### config.mk
export PLATFORM = sky130hd
export DESIGN_NAME = keypad_scan
export DESIGN_NICKNAME = d
export VERILOG_FILES = /design/src/rtl/keypad_scan_pkg.sv /design/src/rtl/key_debounce.sv /design/src/rtl/keypad_scan.sv
export SDC_FILE = /design/constraint.sdc
export NUM_CORES = 1
export LEC_CHECK = 0
export CAP_MARGIN = 20
export CORE_ASPECT_RATIO = 1.5
export CORE_MARGIN = 2
export CORE_UTILIZATION = 23
export DETAILED_ROUTE_END_ITERATION = 16
export PLACE_DENSITY = 0.46
export SYNTH_ARGS = -nofsm -noshare
export SYNTH_HDL_FRONTEND = slang
export SYNTH_SLANG_ARGS = --single-unit
### constraint.sdc
create_clock -name clk -period 1.8 [get_ports clk]
set_input_delay 0.18 -clock clk [delete_from_list [all_inputs] [get_ports clk]]
set_output_delay 0.18 -clock clk [all_outputs]
set_load 0.02 [all_outputs]
### src/rtl/keypad_scan_pkg.sv
// Shared constants for the 3x3 keypad scanner and its downstream game controller.
// Key index i = row*GRID_DIM + col matches map[i] in the controller.
package keypad_scan_pkg;

    localparam logic [3:0] NO_KEY   = 4'd15;
    localparam int         NUM_KEYS = 9;
    localparam int         GRID_DIM = 3;

    function automatic int idx(input int r, input int c);
        return r * GRID_DIM + c;
    endfunction

endpackage

### src/rtl/key_debounce.sv
// Per-key debouncer: the state flips only after DEBOUNCE_SCANS consecutive
// disagreeing samples; rise_o flags the 0->1 flip in the cycle it is registered.
module key_debounce #(
    parameter int DEBOUNCE_SCANS = 4
) (
    input  logic clk,
    input  logic rst,
    input  logic sample_en_i,
    input  logic sample_i,
    output logic state_o,
    output logic rise_o
);

    localparam int            CW       = $clog2(DEBOUNCE_SCANS + 1);
    localparam logic [CW-1:0] CNT_LAST = CW'(DEBOUNCE_SCANS - 1);

    logic [CW-1:0] cnt_q, cnt_d;
    logic          state_q, state_d;

    always_comb begin
        cnt_d   = cnt_q;
        state_d = state_q;
        if (sample_en_i) begin
            if (sample_i == state_q) begin
                cnt_d = '0;
            end else if (cnt_q == CNT_LAST) begin
                // This sample is the DEBOUNCE_SCANS-th disagreement.
                cnt_d   = '0;
                state_d = ~state_q;
            end else begin
                cnt_d = cnt_q + 1'b1;
            end
        end
    end

    always_ff @(posedge clk) begin
        if (rst) begin
            cnt_q   <= '0;
            state_q <= 1'b0;
        end else begin
            cnt_q   <= cnt_d;
            state_q <= state_d;
        end
    end

    assign state_o = state_q;
    assign rise_o  = state_d & ~state_q;

endmodule

### src/rtl/keypad_scan.sv
// 3x3 active-low keypad scanner: column sequencing, row synchroniser, per-key
// debounce and a lowest-index-first arbiter producing one-cycle press pulses.
module keypad_scan
    import keypad_scan_pkg::*;
#(
    parameter int SCAN_DIV       = 100_000,
    parameter int DEBOUNCE_SCANS = 4
) (
    input  logic                clk,
    input  logic                rst,
    input  logic [2:0]          row_n,
    output logic [2:0]          col_n,
    output logic [3:0]          one_pulse_pos,
    output logic [NUM_KEYS-1:0] key_down
);

    localparam int            DW       = $clog2(SCAN_DIV);
    localparam logic [DW-1:0] DIV_LAST = DW'(SCAN_DIV - 1);

    logic [DW-1:0]       div_q, div_d;
    logic [1:0]          col_q, col_d;
    logic [2:0]          sync1_q, sync2_q;
    logic [2:0]          row_s;
    logic                sample_cycle;
    logic [NUM_KEYS-1:0] rise;
    logic [NUM_KEYS-1:0] clear;
    logic [NUM_KEYS-1:0] pending_q, pending_d;
    logic [3:0]          pulse_q, pulse_d;

    // Sampling at the slot end gives the driven column SCAN_DIV-1 cycles to settle.
    assign sample_cycle = (div_q == DIV_LAST);
    assign row_s        = ~sync2_q;

    always_comb begin
        div_d = div_q + 1'b1;
        col_d = col_q;
        if (sample_cycle) begin
            div_d = '0;
            col_d = (col_q == 2'd2) ? 2'd0 : col_q + 2'd1;
        end
    end

    always_comb begin
        case (col_q)
            2'd0:    col_n = 3'b110;
            2'd1:    col_n = 3'b101;
            default: col_n = 3'b011;
        endcase
    end

    for (genvar gi = 0; gi < NUM_KEYS; gi++) begin : g_key
        localparam int R = gi / GRID_DIM;
        localparam int C = gi % GRID_DIM;
        localparam int K = idx(R, C);

        key_debounce #(
            .DEBOUNCE_SCANS(DEBOUNCE_SCANS)
        ) u_debounce (
            .clk         (clk),
            .rst         (rst),
            .sample_en_i (sample_cycle && (col_q == 2'(C))),
            .sample_i    (row_s[R]),
            .state_o     (key_down[K]),
            .rise_o      (rise[K])
        );
    end

    // Descending scan so the lowest pending index is the one left selected.
    always_comb begin
        clear   = '0;
        pulse_d = NO_KEY;
        for (int k = NUM_KEYS - 1; k >= 0; k--) begin
            if (pending_q[k]) begin
                clear    = '0;
                clear[k] = 1'b1;
                pulse_d  = 4'(k);
            end
        end
        pending_d = (pending_q & ~clear) | rise;
    end

    always_ff @(posedge clk) begin
        if (rst) begin
            div_q     <= '0;
            col_q     <= 2'd0;
            sync1_q   <= 3'b111;
            sync2_q   <= 3'b111;
            pending_q <= '0;
            pulse_q   <= NO_KEY;
        end else begin
            div_q     <= div_d;
            col_q     <= col_d;
            sync1_q   <= row_n;
            sync2_q   <= sync1_q;
            pending_q <= pending_d;
            pulse_q   <= pulse_d;
        end
    end

    assign one_pulse_pos = pulse_q;

endmodule

==> results of run 1 <==
-- per-stage QoR --
step	worst slack (ps)	total power [mW]	util, %	hold slack, ps	instance area [um^2]
after floorplan	147.2	1.754	-	283.8	3317
after global placement	-7.626	1.803	27.69	398.7	3892
after detailed placement	6.192	1.803	27.69	392.8	3892
after CTS	20.00	3.534	29.81	401.9	4192
after global routing	0.02331	3.611	29.98	409.7	4214
final	42.70	3.487	29.98	404.5	4214
-- placed cells by master, fill, tap and decap left out, types with 4 or more instances in the layout --
cell and n:
a21oi_1 6, buf_4 29, clkbuf_16 9, clkbuf_8 4
clkdlybuf4s50_1 18, dfxtp_1 73, ha_1 10, inv_1 7
mux2i_1 19, nand2_1 41, nand2b_1 9, nand3_1 21
nand4_1 11, nor2_1 28, nor2b_1 8, nor3_1 14
nor4_1 6, o211a_1 4, o211ai_1 8, o21ai_0 7
o31ai_1 9, or2_2 9, xnor2_1 16, xor2_1 8
-- cell type report --
| cell class | instances | area [um^2] | area share [%] |
|---|---|---|---|
| Clock inverter | 2 | 10.01 | 0.2375 |
| Timing Repair Buffer | 51 | 459.2 | 10.90 |
| Clock buffer | 13 | 280.3 | 6.651 |
| Inverter | 8 | 30.03 | 0.7126 |
| Sequential cell | 74 | 1483 | 35.18 |
| Tap cell | 192 | 240.2 | 5.701 |
| Multi-Input combinational cell | 261 | 1712 | 40.62 |
-- metal layers --
metal	share of wire [%]	routed length [um]	GRT usage (%)
met1	43	3420	12.14
met2	53	4212	20.39
met3	2.6	211	2.492
met4	1.7	138	5.467
met5	0	0	0
-- cells by family after synthesis --
logic type	share of synthesized area [%]
AOI/OAI and AO/OA	9.733
xor gates and xnor gates	6.337
adders and majority gates	3.772
buffers and inverters	4.602
DFF	44.66
muxes	5.734
and+or+nand+nor	25.16
-- sequential cells by signal (all words and copies together), names as in the netlist --
| signal | cells |
|---|---|
| div_q | 17 |
| col_q | 2 |
| pending_q | 9 |
| sync1_q | 3 |
| g_key.u_debounce.state_o | 9 |
| g_key.u_debounce.cnt_q | 27 |
| sync2_q | 3 |
| one_pulse_pos | 4 |
-- power by group through the flow --
stage | Combinational, mW | Sequential [mW] | Clock, mW
2_1_floorplan | 0.0609 | 1.69 | 0
3_3_place_gp | 0.107 | 1.70 | 0
3_5_place_dp | 0.106 | 1.70 | 0
4_1_cts | 0.107 | 1.66 | 1.77
5_1_grt | 0.117 | 1.66 | 1.83
6_report | 0.105 | 1.66 | 1.72
-- what timing repair did --
action,in CTS,in global routing
setup endpoints to repair,2,59
hold buffers,0,0
gates resized for setup,2,10
pin swaps,0,2
endpoints found under the hold margin,0,0
-- worst paths after layout --
check,startpoint,end,slack (ps),cells after the start
worst max-delay path,pending_q[3],pending_q[8],40,4
worst min-delay path,sync1_q[0],sync2_q[0],400,1
worst max register to register,pending_q[3],pending_q[8],40,4
worst min register to register,sync1_q[0],sync2_q[0],400,1
==> results.txt, run 1 <==
- Highest ir drop seen on vdd: 0.3380 mV
- Most common library cells after synthesis: dfxtp_1, nand2_1, nor2_1
- Register bit count reported by yosys: 74
- The layout has ~1,500 filler cells.
* Post-Synthesis Cells: 365
- Main area contributors after synthesis: dfxtp_1, mux2i_1, nand2_1, xnor2_1, ha_1
* Crit path max fanout: 4
- Setup Total Neg Slack: 0 ps
- In the synthesized netlist the async set-or-reset flop fraction comes to 0%.
* Sequential fraction of design power: 47.6%
- Clock-pin slew was measured on the worst setup and hold paths at 60 ps.
- The largest single stage delay on the critical path is 550 ps.
- For the worst setup path, the data arrival time is 1970 ps.
- The Yosys step of the flow raised 0 warnings.
- Fraction of layout cells with a size suffix above 1: 16.63%
- The die covers approximately 0.015 mm^2.
- Sw frac: roughly a fifth
- Buffers placed on the I/O ports in this run total 20.
* Die Y-Extent: 151.1 um
- The number of global-route vias before repair is ~2,800.
- Timing would allow up to 569.1 MHz.
* Count of H-tree levels built during CTS: 3
- Dividing the final minimum period by the clock period gives 97.63%.
- Pin count of the biggest net entering global routing: 36
- Internal portion of total power: between 2 and 3 mW
* Routability-driven placement congestion ratio: 0.8516
- Worst EP required: 2010 ps
- Area fraction of the dominant cell type after synthesis: roughly 45%
- Pins over their slew limit: 0
- Initial standard-cell utilization of the core: approximately a quarter
- Outcome: finished, final reports clean
* Clk network pwr share: 49.3%
- The cell sitting at the root of the clock tree is a clkbuf_16.
- In this run the worst hold path is classified as register to register.
* Wire length of the first global-routing pass: 13,280 um
- In this run, the number of DRC markers left after iteration 0 of detailed routing was 94.
- For this design the total switching power over the nets is roughly 0.72 mW.
- Compared with the post-synthesis result, the final layout area differs by 27.05%.
* WL/cell: 13.28 um
- Total wire length after detailed routing: between 7000 and 8000 um
- Counting every sink on the clock net gives 74.
* Remaining max-slew budget at the tightest pin: 77.43%
- Most numerous cell in the Yosys netlist: dfxtp_1
- Initial antenna violation count: 0
- Main flop type after synthesis: dfxtp_1
* Final setup viols: 0
- In this run the mean area of a mapped cell was just over 9 um^2.
* Routed via count: 2,662
* Ports: 21
- In the routed layout, each cell is associated on average with a via count of 4.429.
* HPWL Detailed: around 6000 um
- The floorplan has 53 rows.
- For this run the aggregate overflow at the end of global routing stands at 0.
- Once placement completed, the tool counted placed cells totaling 586.
* Clock latency at the later pin of the worst-skew pair: 330 ps
- Final antenna-violating net count: 0
* DRC viols: 0
- The worst setup path is launched from a register.
* Fin Clk Skew: 9.422 ps
- Slowest cell on the critical path: or4_4
- In this run the cell area of the synthesized design comes to 0.003317 mm^2.
* Critical path class: register to register
* Cells along the critical path: or4_4 > or3_4 > o311ai_4 > o31ai_1
* Crit end category: register
- Number of nets in the synthesized netlist: 380
* Proportion of power drawn by combinational gates: 3.0%
- Number of flops mapped to enable cells by yosys: 0
- Non-filler cells in the finished layout: 601
- Largest buffer count on any clock path: 2
- The total area inside the core boundary comes to ~0.014 mm^2.
- At the pin with the least slew margin, the transition time is 338.2 ps.
* Cell family contributing the most delay on the critical path: simple AND/OR/NAND/NOR gates
- The number of buffers and inverters on the critical path is 0.
* Clock tree from TritonCTS: built
* Unrepaired setup endpoints after global routing: false
- The tool flagged a number of max-cap violations equal to 0.
* Final Hold Violating Endpoints: 0
* GRT Total Usage: 11.25%
- The number of setup buffers added after CTS is 0.
- Power per unit of standard cell area: 827.5 mW/mm^2
* Yosys top cell by area: dfxtp_1
* Drt first pass iters: 4
- Width of the die: 102.1 um
- Time the final worst path needs with I/O delays and setup: 1757 ps
- The repair_antennas step left the layout with diodes totalling 0.
* Leakage power: 1.620 nW
* Number of CTS-inserted buffers: 9
* Post-layout net count: 420
* Post-synthesis cell type count: 43
- Sequential elements use approximately 45% of the synthesized area.
(Power assumes the default switching activity.)
==> run 2: changes to the inputs <==
- HOLD_SLACK_MARGIN: unset -> 0.1
==> results of run 2 <==
No change in the layout: final DEF, timing and power equal those of run 1.
